## src/rtl/logic_issue_stage.sv

```systemverilog
// Issue stage for the integer logic unit: decodes RV32I logic/shift/CSR-set-clear
// instructions into an operand pair plus one-hot select, buffered in a 2-entry skid buffer.
module logic_issue_stage #(
  parameter int WIDTH = 32
) (
  input  logic             clk_i,
  input  logic             rst_n_i,
  input  logic             flush_i,
  input  logic             valid_i,
  output logic             ready_o,
  input  logic [31:0]      instr_i,
  input  logic [WIDTH-1:0] rs1_data_i,
  input  logic [WIDTH-1:0] rs2_data_i,
  input  logic [WIDTH-1:0] csr_rdata_i,
  output logic             valid_o,
  input  logic             ready_i,
  output logic [WIDTH-1:0] op1_o,
  output logic [WIDTH-1:0] op2_o,
  output logic [7:0]       sel_o,
  output logic [4:0]       rd_o,
  output logic [11:0]      csr_addr_o,
  output logic             illegal_o
);

  localparam logic [6:0] OPC_OP     = 7'b0110011;
  localparam logic [6:0] OPC_OP_IMM = 7'b0010011;
  localparam logic [6:0] OPC_SYSTEM = 7'b1110011;

  typedef struct packed {
    logic [WIDTH-1:0] op1;
    logic [WIDTH-1:0] op2;
    logic [7:0]       sel;
    logic [4:0]       rd;
    logic [11:0]      csr_addr;
    logic             illegal;
  } entry_t;

  logic [6:0] opcode;
  logic [2:0] f3;
  logic [6:0] f7;
  entry_t     dec;

  logic [WIDTH-1:0] imm_sext;
  logic [WIDTH-1:0] shamt_zext;
  logic [WIDTH-1:0] zimm_zext;

  assign opcode     = instr_i[6:0];
  assign f3         = instr_i[14:12];
  assign f7         = instr_i[31:25];
  assign imm_sext   = {{(WIDTH-12){instr_i[31]}}, instr_i[31:20]};
  assign shamt_zext = {{(WIDTH-5){1'b0}}, instr_i[24:20]};
  assign zimm_zext  = {{(WIDTH-5){1'b0}}, instr_i[19:15]};

  // Operands and select stay zero unless a supported encoding matches below.
  always_comb begin
    dec          = '0;
    dec.rd       = instr_i[11:7];
    dec.csr_addr = instr_i[31:20];
    dec.illegal  = 1'b1;
    case (opcode)
      OPC_OP: begin
        if (f7 == 7'b0000000) begin
          case (f3)
            3'b111:  dec.sel = 8'h01;
            3'b110:  dec.sel = 8'h02;
            3'b001:  dec.sel = 8'h04;
            3'b101:  dec.sel = 8'h08;
            3'b100:  dec.sel = 8'h20;
            default: dec.sel = 8'h00;
          endcase
        end else if (f7 == 7'b0100000 && f3 == 3'b101) begin
          dec.sel = 8'h10;
        end
        if (dec.sel != 8'h00) begin
          dec.op1 = rs1_data_i;
          dec.op2 = rs2_data_i;
        end
      end
      OPC_OP_IMM: begin
        case (f3)
          3'b111: begin dec.sel = 8'h01; dec.op2 = imm_sext; end
          3'b110: begin dec.sel = 8'h02; dec.op2 = imm_sext; end
          3'b100: begin dec.sel = 8'h20; dec.op2 = imm_sext; end
          3'b001: if (f7 == 7'b0000000) begin dec.sel = 8'h04; dec.op2 = shamt_zext; end
          3'b101: begin
            if (f7 == 7'b0000000)      begin dec.sel = 8'h08; dec.op2 = shamt_zext; end
            else if (f7 == 7'b0100000) begin dec.sel = 8'h10; dec.op2 = shamt_zext; end
          end
          default: dec.sel = 8'h00;
        endcase
        if (dec.sel != 8'h00) dec.op1 = rs1_data_i;
      end
      OPC_SYSTEM: begin
        case (f3)
          3'b010: begin dec.sel = 8'h40; dec.op2 = rs1_data_i; end
          3'b011: begin dec.sel = 8'h80; dec.op2 = rs1_data_i; end
          3'b110: begin dec.sel = 8'h40; dec.op2 = zimm_zext; end
          3'b111: begin dec.sel = 8'h80; dec.op2 = zimm_zext; end
          default: dec.sel = 8'h00;
        endcase
        if (dec.sel != 8'h00) dec.op1 = csr_rdata_i;
      end
      default: dec.sel = 8'h00;
    endcase
    if (dec.sel != 8'h00) dec.illegal = 1'b0;
  end

  // Handshake: a transfer happens on a side when its valid and ready are both high
  // at the rising edge; ready_o is the inverse of the skid-valid register.
  entry_t out_q, out_d, skid_q, skid_d;
  logic   out_valid_q, out_valid_d, skid_valid_q, skid_valid_d;
  logic   accept, consume;

  assign ready_o = ~skid_valid_q;
  assign accept  = valid_i & ready_o;
  assign consume = out_valid_q & ready_i;

  // A full skid implies ready_o=0, so no accept can coincide with skid->out promotion.
  always_comb begin
    out_d        = out_q;
    skid_d       = skid_q;
    out_valid_d  = out_valid_q;
    skid_valid_d = skid_valid_q;
    if (flush_i) begin
      out_valid_d  = 1'b0;
      skid_valid_d = 1'b0;
    end else if (!out_valid_q || consume) begin
      if (skid_valid_q) begin
        out_d        = skid_q;
        out_valid_d  = 1'b1;
        skid_valid_d = 1'b0;
      end else begin
        out_valid_d = accept;
        if (accept) out_d = dec;
      end
    end else if (accept) begin
      skid_d       = dec;
      skid_valid_d = 1'b1;
    end
  end

  always_ff @(posedge clk_i or negedge rst_n_i) begin
    if (!rst_n_i) begin
      out_q        <= '0;
      skid_q       <= '0;
      out_valid_q  <= 1'b0;
      skid_valid_q <= 1'b0;
    end else begin
      out_q        <= out_d;
      skid_q       <= skid_d;
      out_valid_q  <= out_valid_d;
      skid_valid_q <= skid_valid_d;
    end
  end

  assign valid_o    = out_valid_q;
  assign op1_o      = out_q.op1;
  assign op2_o      = out_q.op2;
  assign sel_o      = out_q.sel;
  assign rd_o       = out_q.rd;
  assign csr_addr_o = out_q.csr_addr;
  assign illegal_o  = out_q.illegal;

endmodule
```

## config.mk

```make
export PLATFORM = sky130hd
export DESIGN_NAME = logic_issue_stage
export DESIGN_NICKNAME = d
export VERILOG_FILES = /design/src/rtl/logic_issue_stage.sv
export SDC_FILE = /design/constraint.sdc
export NUM_CORES = 1
export LEC_CHECK = 0
export CORE_MARGIN = 2
export CORE_UTILIZATION = 58
export DETAILED_ROUTE_END_ITERATION = 10
export DONT_BUFFER_PORTS = 1
export PLACE_DENSITY = 0.76
export RECOVER_POWER = 50
export REMOVE_ABC_BUFFERS = 1
export SLEW_MARGIN = 0
export SYNTH_ARGS = -nofsm -noshare
export SYNTH_HDL_FRONTEND = slang
export SYNTH_SLANG_ARGS = --single-unit
```

## constraint.sdc

```tcl
create_clock -name clk_i -period 1.8 [get_ports clk_i]
set_clock_uncertainty 0.1 [all_clocks]
set_input_delay 0.36 -clock clk_i [delete_from_list [all_inputs] [get_ports clk_i]]
set_output_delay 0.36 -clock clk_i [all_outputs]
set_load 0.05 [all_outputs]
```

==> metrics.csv, run 1 <==
stage;metric;value;unit
power_and_ir_drop;share_of_total_power_consumed_by_net_switching;31.5;%
run_status;violations;hold timing, setup timing;
setup_path;critPathMaxStageDelay;0.43;ns
route;post_drt_via_cell_ratio;6.91;
setup_path;setup.worst_path.class;register to register;
power_and_ir_drop;p_per_area;936;nW/um2
route;postRouteAntennaNets;0;
cts;tritoncts;yes;
cts;clock_insertion_delay_worst_skew;0.44;ns
finish;fillers;864;
power_and_ir_drop;power;11500;uW
timing;unrepaired_setup_endpoints_after_global_routing;true;
worst_hold_path;worst_hold_path_type;input pin to async pin;
finish;utilization;81.5;%
setup_path;crit_path_end_kind;register;
global_routing;grt_pass1_vias;9059;
synth;synthesis.yosys.warnings;0;
global_routing;grt_util_all_layers;38.0;%
power_and_ir_drop;intPower;7880;uW
cts;numCtsBuffers;17;
setup_path;crit_path_start;skid_valid_q;
route;drt_first_iter_violations;1112;
setup_path;crit_path_top_delay_cell;dfrtp_2;
cts;htree_levels;4;
global_routing;grt_max_degree;183;
setup_path;critical_path.max_fanout;17;
power_and_ir_drop;worst_vdd_rail_ir_drop;0.700;mV
setup_path;r2r-end;skid_q[79];
route;drt-total-wl;32700;um
setup_path;worst-r2r-cell-count;6;
power_and_ir_drop;share_seq_of_total_power;51.2;%
global_routing;globalRoute.totalOverflow;0;
timing;fin_worst_hold_slack;-0.490;ns
synth;post_synth_inst_count;973;
route;remaining_drc_errors;0;
floorplan;start_util;59.0;%
timing;postLayoutSetupSlackWorst;-0.138;ns
cts;clockRootBuffer;clkbuf_16;
floorplan;floorplan.die.width;128;um
finish;synthToLayoutAreaGrowth;38.1;%
placed_design;post-place-ws;-0.379;ns
setup_path;worst_ep_arrival_time;2.15;ns
timing;worst_pin_slew;0.611;ns
route;vias;9009;
synth;postSynth.topFlopCell;dfrtp_1;
timing;slew_violations;0;
timing;finalWorstPathRequiredPeriod;1.94;ns
flow_run;timing.max_cap.violations;0;
power_and_ir_drop;clkPwrFrac;34.8;%
timing;period_share;108;%
setup_path;r2r_setup_slack;-0.14;ns
power_and_ir_drop;power_switching;3630;uW
placed_design;place_congestion;0.827;
setup_path;worst_setup_path_start_kind;register;
synth;synth-edff-count;0;
cts;cts_max_path_buffers;2;
route;avgRoutedWirePerCell;25.1;um
setup_path;cell_by_cell_listing_of_the_critical_path;or3b_4 > nor2_4 > o211ai_1 > buf_6 > o211ai_1 > a21oi_1;
floorplan;chipHeight;128;um
synth;ys_ff_latch;182;
floorplan;ios;225;
synth;syn_area;8900;um2
floorplan;fp-row-count;45;
setup_path;cpMostUsedCell;o211ai_1;
setup_path;required;2.01;ns
cts;cts.clk_slew.worst_paths;0.07;ns
timing;setup_total_negative_slack;-5.57;ns
timing;achievable-frequency;0.516;GHz
timing;finalHoldViolations;182;
global_routing;antenna_violations_before_repair;1;
route;dr.pass1.iters;9;
timing;setup-violations-final;111;
setup_path;crit_path_end;skid_q[79];
cts;tritoncts_num_sinks;182;
timing;max_slew_headroom;59.3;%
placed_design;detailed_place_hpwl;17500;um
run_status;status;complete, but fails checks;
synth;synth.yosys.seq_area_share;51.1;%
power_and_ir_drop;pwr-share-comb;14.0;%
placed_design;port-buffer-count;0;
synth;post_synth.cell_area_avg;9.15;um2
floorplan;full_die_area;16400;um2
synth;synth-async-reset-ratio;100;%
synth;number_of_distinct_library_cells_after_synthesis;47;
global_routing;global_route_wire_length_before_repair;48200;um
power_and_ir_drop;cellLeakagePower;0.00543;uW
finish;finish.net_count;1236;
floorplan;floorplan.core_area;15100;um2
setup_path;reg2reg_from;skid_valid_q;
finish;layout_cell_share_with_drive_strength_beyond_1;23.0;%
==> placed cells by master, fill, tap and decap left out, drive strengths merged, types with 3 or more instances in the layout <==
master	instances
nand3	44
a221o	21
clkbuf	26
bufinv	4
a21oi	53
or3	3
o211ai	68
dlygate4sd3	93
nand2	145
and4	3
nand4	3
dfrtp	182
o31ai	7
o21a	5
and3	12
a221oi	29
nor2b	3
bufbuf	4
o21ai	42
nor2	134
clkinv	3
buf	100
nor3	38
or3b	3
a211oi	38
inv	4
mux2i	22
o41ai	3
o22ai	3
a222oi	3
==> metrics by stage <==
stage	hold WS, ns	area (um2)	instances
floorplan	-0.0356	8500	885
global placement	-0.0314	9570	1149
detailed placement	-0.0321	9570	1149
CTS	-0.502	11800	1290
global route	-0.500	12300	1303
finish	-0.490	12300	1304
==> metal layers <==
layer / track usage [%] / part of all wire [%] / vias up
met1: 45.5 / 37 / 4367
li1: - / - / 3812
met2: 62.2 / 48 / 697
met3: 12.2 / 12 / 133
met4: 19.0 / 4.0 / 0
met5: 0 / 0 / -
==> critical path, delay by kind of cell (launching register included) <==
kind,cells,cell delay (ns)
AO/OA/AOI/OAI,3,0.44
buffers and inverters,1,0.22
flip-flops,1,0.43
AND/OR/NAND/NOR,2,0.60
==> what timing repair did <==
action                                 in CTS  in global routing
setup endpoints to repair                 125                149
endpoints found under the hold margin     316                185
buffers inserted                           10                 10
resized for setup                          87                 93
hold buffers                               92                  1
pin swaps                                  30                 25
gates cloned                                8                  2
==> area by class of cell <==
cell class | instances | area [um2] | share of cell area [%]
well taps | 188 | 235 | 1.91
inverters | 5 | 31.3 | 0.254
clock buffers | 24 | 472 | 3.84
clock inverters | 7 | 145 | 1.18
multi-input cells | 698 | 4640 | 37.7
flip-flops and latches | 182 | 4560 | 37.0
diodes | 1 | 2.50 | 0.0203
repair buffers | 199 | 2220 | 18.0
==> logic make-up (layout without fill, tap and decap cells) <==
group,count (synthesis),after routing,synth area share (%)
other,0,1,0
muxes,22,22,2.47
buffers and inverters,93,235,4.71
DFF,182,182,51.1
and+or+nand+nor,398,398,19.6
AOI/OAI and AO/OA,278,278,22.1
==> cell usage after synthesis, types with 3 or more instances <==
cell type  instances  share of area (%)
nand4_1            3               0.21
inv_1              5               0.21
o22ai_1            3               0.21
o31ai_1            7               0.59
dfrtp_1          182                 51
or3_1              3               0.21
and4_1             3               0.30
buf_4              5               0.42
o21ai_1           10               0.56
a211oi_1          38                3.2
nor2_1           134                5.6
buf_1              5               0.21
a221o_1           21                2.4
nor3_1            38                2.1
clkbuf_1          57                2.4
a21oi_1           53                3.0
and3_1            12               0.84
nand2_1          145                6.1
buf_2             16               0.90
a222oi_1           3               0.34
o21ai_0           32                1.8
o211ai_1          68                5.7
nand3_1           44                2.5
a221oi_1          29                2.9
o21a_1             5               0.42
mux2i_1           22                2.5
buf_6              4               0.51
nor2b_1            3               0.21
==> state kept, by name, summed over array words and instances (netlist names) <==
signal        cells
valid_o           1
op1_o            32
sel_o             8
skid_q           90
op2_o            32
csr_addr_o       12
illegal_o         1
skid_valid_q      1
rd_o              5
==> power groups by stage <==
stage | clock network, uW | logic [uW] | registers (uW)
2_1_floorplan | 0 | 803 | 5820
3_3_place_gp | 0 | 1080 | 5880
3_5_place_dp | 0 | 1130 | 5910
4_1_cts | 4020 | 1450 | 5850
5_1_grt | 4170 | 1750 | 5950
6_report | 4000 | 1620 | 5900
==> how the worst min path moves through the flow <==
stage	start	end	slack, ns
2_1_floorplan	rst_n_i	csr_addr_o[0]	-0.04
3_3_place_gp	rst_n_i	rd_o[4]	-0.03
3_5_place_dp	rst_n_i	op1_o[12]	-0.03
4_1_cts	rst_n_i	rd_o[4]	-0.50
5_1_grt	rst_n_i	op1_o[12]	-0.50
6_report	rst_n_i	op1_o[12]	-0.49
Power figures use the tool's default switching activity.
==> run 2: changes to the inputs <==
--- a/config.mk
+++ b/config.mk
@@ -9,9 +9,9 @@
 export CORE_UTILIZATION = 58
 export DETAILED_ROUTE_END_ITERATION = 10
 export DONT_BUFFER_PORTS = 1
+export HOLD_SLACK_MARGIN = 0.05
 export PLACE_DENSITY = 0.76
 export RECOVER_POWER = 50
-export REMOVE_ABC_BUFFERS = 1
 export SLEW_MARGIN = 0
 export SYNTH_ARGS = -nofsm -noshare
 export SYNTH_HDL_FRONTEND = slang
==> run 2 against run 1 <==
  * Via count grew 5.2%
  * Critical endpoint is now skid_q[69]
  * Worst hold slack gained 0.0043 ns
  * Non-clock buffer count grew 18
  * Register-to-register slack lost 0.02 ns
  * Clock-buffer cell count shrank 6
  * Fmax shrank 1.0%
  * Utilization grew 0.98 points
  * Combinational power grew 3%
  * The flow still finishes with violations (hold timing, setup timing)
  * Die area is the same
==> metrics.csv, run 2 (synthesized netlist as in run 1, its figures left out) <==
stage;metric;value;unit;change
global_routing;globalRoute.totalOverflow;0;;unchanged
global_routing;grt_util_all_layers;38.7;%;was 38.0%
setup_path;crit_path_end_kind;register;;unchanged
run_status;status;complete, but fails checks;;unchanged
setup_path;setup.worst_path.class;register to register;;unchanged
setup_path;cell_by_cell_listing_of_the_critical_path;or3b_4 > nor2_4 > o211ai_1 > buf_6 > buf_16 > o211ai_1 > a21oi_1;;was or3b_4 > nor2_4 > o211ai_1 > buf_6 > o211ai_1 > a21oi_1
floorplan;floorplan.die.width;128;um;unchanged
route;drt_first_iter_violations;1280;;was 1112
global_routing;grt_max_degree;183;;unchanged
cts;tritoncts;yes;;unchanged
route;drt-total-wl;34600;um;was 32700 um
cts;clock_insertion_delay_worst_skew;0.44;ns;about the same
timing;fin_worst_hold_slack;-0.486;ns;was -0.490 ns
setup_path;required;2.01;ns;about the same
cts;numCtsBuffers;17;;unchanged
power_and_ir_drop;clkPwrFrac;35.7;%;was 34.8%
timing;finalWorstPathRequiredPeriod;1.96;ns;was 1.94 ns
setup_path;worst_ep_arrival_time;2.16;ns;was 2.15 ns
setup_path;crit_path_top_delay_cell;dfrtp_2;;unchanged
global_routing;grt_pass1_vias;9019;;was 9059
setup_path;cpMostUsedCell;o211ai_1;;unchanged
setup_path;critical_path_cell_count;7;;was 6
finish;largest_register_ffs;90;;unchanged
placed_design;port-buffer-count;0;;unchanged
timing;finalHoldViolations;182;;unchanged
power_and_ir_drop;share_seq_of_total_power;50.1;%;was 51.2%
cts;tritoncts_num_sinks;182;;unchanged
power_and_ir_drop;share_of_total_power_consumed_by_net_switching;32.2;%;was 31.5%
finish;fillers;837;;was 864
finish;layout_cell_share_with_drive_strength_beyond_1;21.0;%;was 23.0%
finish;stdcell_area;12400;um2;was 12300 um2
power_and_ir_drop;intPower;8000;uW;was 7880 uW
floorplan;floorplan.core_area;15100;um2;unchanged
finish;synthToLayoutAreaGrowth;39.8;%;was 38.1%
cts;htree_levels;4;;unchanged
synth;mappedNetlistNets;1106;;
setup_path;worst-r2r-cell-count;7;;was 6
finish;utilization;82.5;%;was 81.5%
global_routing;global_route_wire_length_before_repair;48700;um;was 48200 um
timing;setup-violations-final;121;;was 111
route;postRouteAntennaNets;0;;unchanged
placed_design;place_congestion;0.954;;was 0.827
timing;max_slew_headroom;59.0;%;was 59.3%
floorplan;chipHeight;128;um;unchanged
power_and_ir_drop;power;11800;uW;was 11500 uW
placed_design;dpl_cell_area;9590;um2;was 9570 um2
floorplan;ios;225;;unchanged
floorplan;start_util;59.0;%;unchanged
power_and_ir_drop;cellLeakagePower;0.00541;uW;was 0.00543 uW
cts;cts_max_path_buffers;2;;unchanged
finish;register_ranked_first_by_flip_flop_count;skid_q;;unchanged
run_status;violations;hold timing, setup timing;;unchanged
timing;postLayoutSetupSlackWorst;-0.158;ns;was -0.138 ns
setup_path;crit_buf_inv;2;;was 1
cts;clockRootBuffer;clkbuf_16;;unchanged
power_and_ir_drop;worst_vdd_rail_ir_drop;0.970;mV;was 0.700 mV
timing;period_share;109;%;was 108%
setup_path;critPathMaxStageDelay;0.45;ns;was 0.43 ns
route;avgRoutedWirePerCell;26.1;um;was 25.1 um
power_and_ir_drop;p_per_area;947;nW/um2;was 936 nW/um2
timing;slew_violations;0;;unchanged
worst_hold_path;worst_hold_path_type;input pin to async pin;;unchanged
setup_path;worst_setup_path_start_kind;register;;unchanged
finish;finish.net_count;1256;;was 1236
timing;achievable-frequency;0.511;GHz;was 0.516 GHz
route;dr.pass1.iters;6;;was 9
global_routing;antenna_violations_before_repair;1;;unchanged
finish;layout.cells.most_common;dfrtp_1;;unchanged
timing;unrepaired_setup_endpoints_after_global_routing;true;;unchanged
route;remaining_drc_errors;0;;unchanged
flow_run;timing.max_cap.violations;0;;unchanged
route;post_drt_via_cell_ratio;7.15;;was 6.91
floorplan;fp-row-count;45;;unchanged
power_and_ir_drop;pwr-share-comb;14.2;%;was 14.0%
floorplan;full_die_area;16400;um2;unchanged
placed_design;detailed_place_hpwl;18100;um;was 17500 um
route;vias;9474;;was 9009
setup_path;critical_path.top_delay_family;simple AND/OR/NAND/NOR gates;;unchanged
power_and_ir_drop;power_switching;3790;uW;was 3630 uW
setup_path;critical_path.max_fanout;6;;was 17
finish;mostFrequentLayoutCells;180 x dfrtp_1, 142 x nand2_1, 130 x nor2_1, 105 x dlygate4sd3_1, 68 x o211ai_1;;was 181 x dfrtp_1, 130 x nor2_1, 122 x nand2_1, 93 x dlygate4sd3_1, 68 x o211ai_1
timing;worst_pin_slew;0.616;ns;was 0.611 ns
cts;cts.clk_slew.worst_paths;0.07;ns;about the same
[run 2: power groups by stage]
stage	combinational, uW	clock (uW)	sequential (uW)
CTS	1450	4180	5850
floorplan	877	0	5810
detailed placement	1130	0	5930
global placement	1070	0	5900
global route	1820	4350	5950
finish	1670	4200	5910
[run 2: path summary, 6_finish.rpt]
| check | startpoint | end | slack, ns |
|---|---|---|---|
| worst max-delay path | skid_valid_q | skid_q[69] | -0.16 |
| worst min-delay path | rst_n_i | rd_o[1] | -0.49 |
| worst max register to register | skid_valid_q | skid_q[69] | -0.16 |
| worst min register to register | skid_q[13] | skid_q[13] | 0.38 |
| max in group asynchronous | rst_n_i | op1_o[28] | 1.84 |
| min in group clk_i | rs2_data_i[10] | skid_q[36] | 0.03 |
[run 2: repair_timing]
item	4_1_cts	5_1_grt
hold endpoints to repair	338	183
pin swaps	37	26
buffers inserted	6	13
resized for setup	60	69
hold buffers	104	1
endpoints found under the setup margin	124	142
cloned	10	11
[run 2: layout make-up]
cell class	count	area [um2]	share of cell area, %
antenna	1	2.50	0.0201
clock buffer	18	429	3.45
clock inverter	14	221	1.78
inverter	5	26.3	0.211
multi-input combinational	700	4490	36.1
sequential	182	4560	36.6
tap	188	235	1.89
timing repair buffer	217	2480	20.0
[run 2: stage by stage]
step	hold slack [ns]	TNS [ns]	setup WS (ns)	cells
2_1_floorplan	-0.0356	-13.23	-0.203	973
3_3_place_gp	-0.0297	-34.81	-0.375	1147
3_5_place_dp	-0.0295	-39.92	-0.402	1147
4_1_cts	-0.490	-4.53	-0.104	1299
5_1_grt	-0.496	-18.71	-0.245	1325
6_report	-0.486	-11.42	-0.158	1325
[run 2: metal layers]
metal / share of wire [%] / track usage (%)
met5: 0 / 0
met1: 36 / 49.5
met4: 4.9 / 18.4
met2: 46 / 59.4
met3: 13 / 13.6
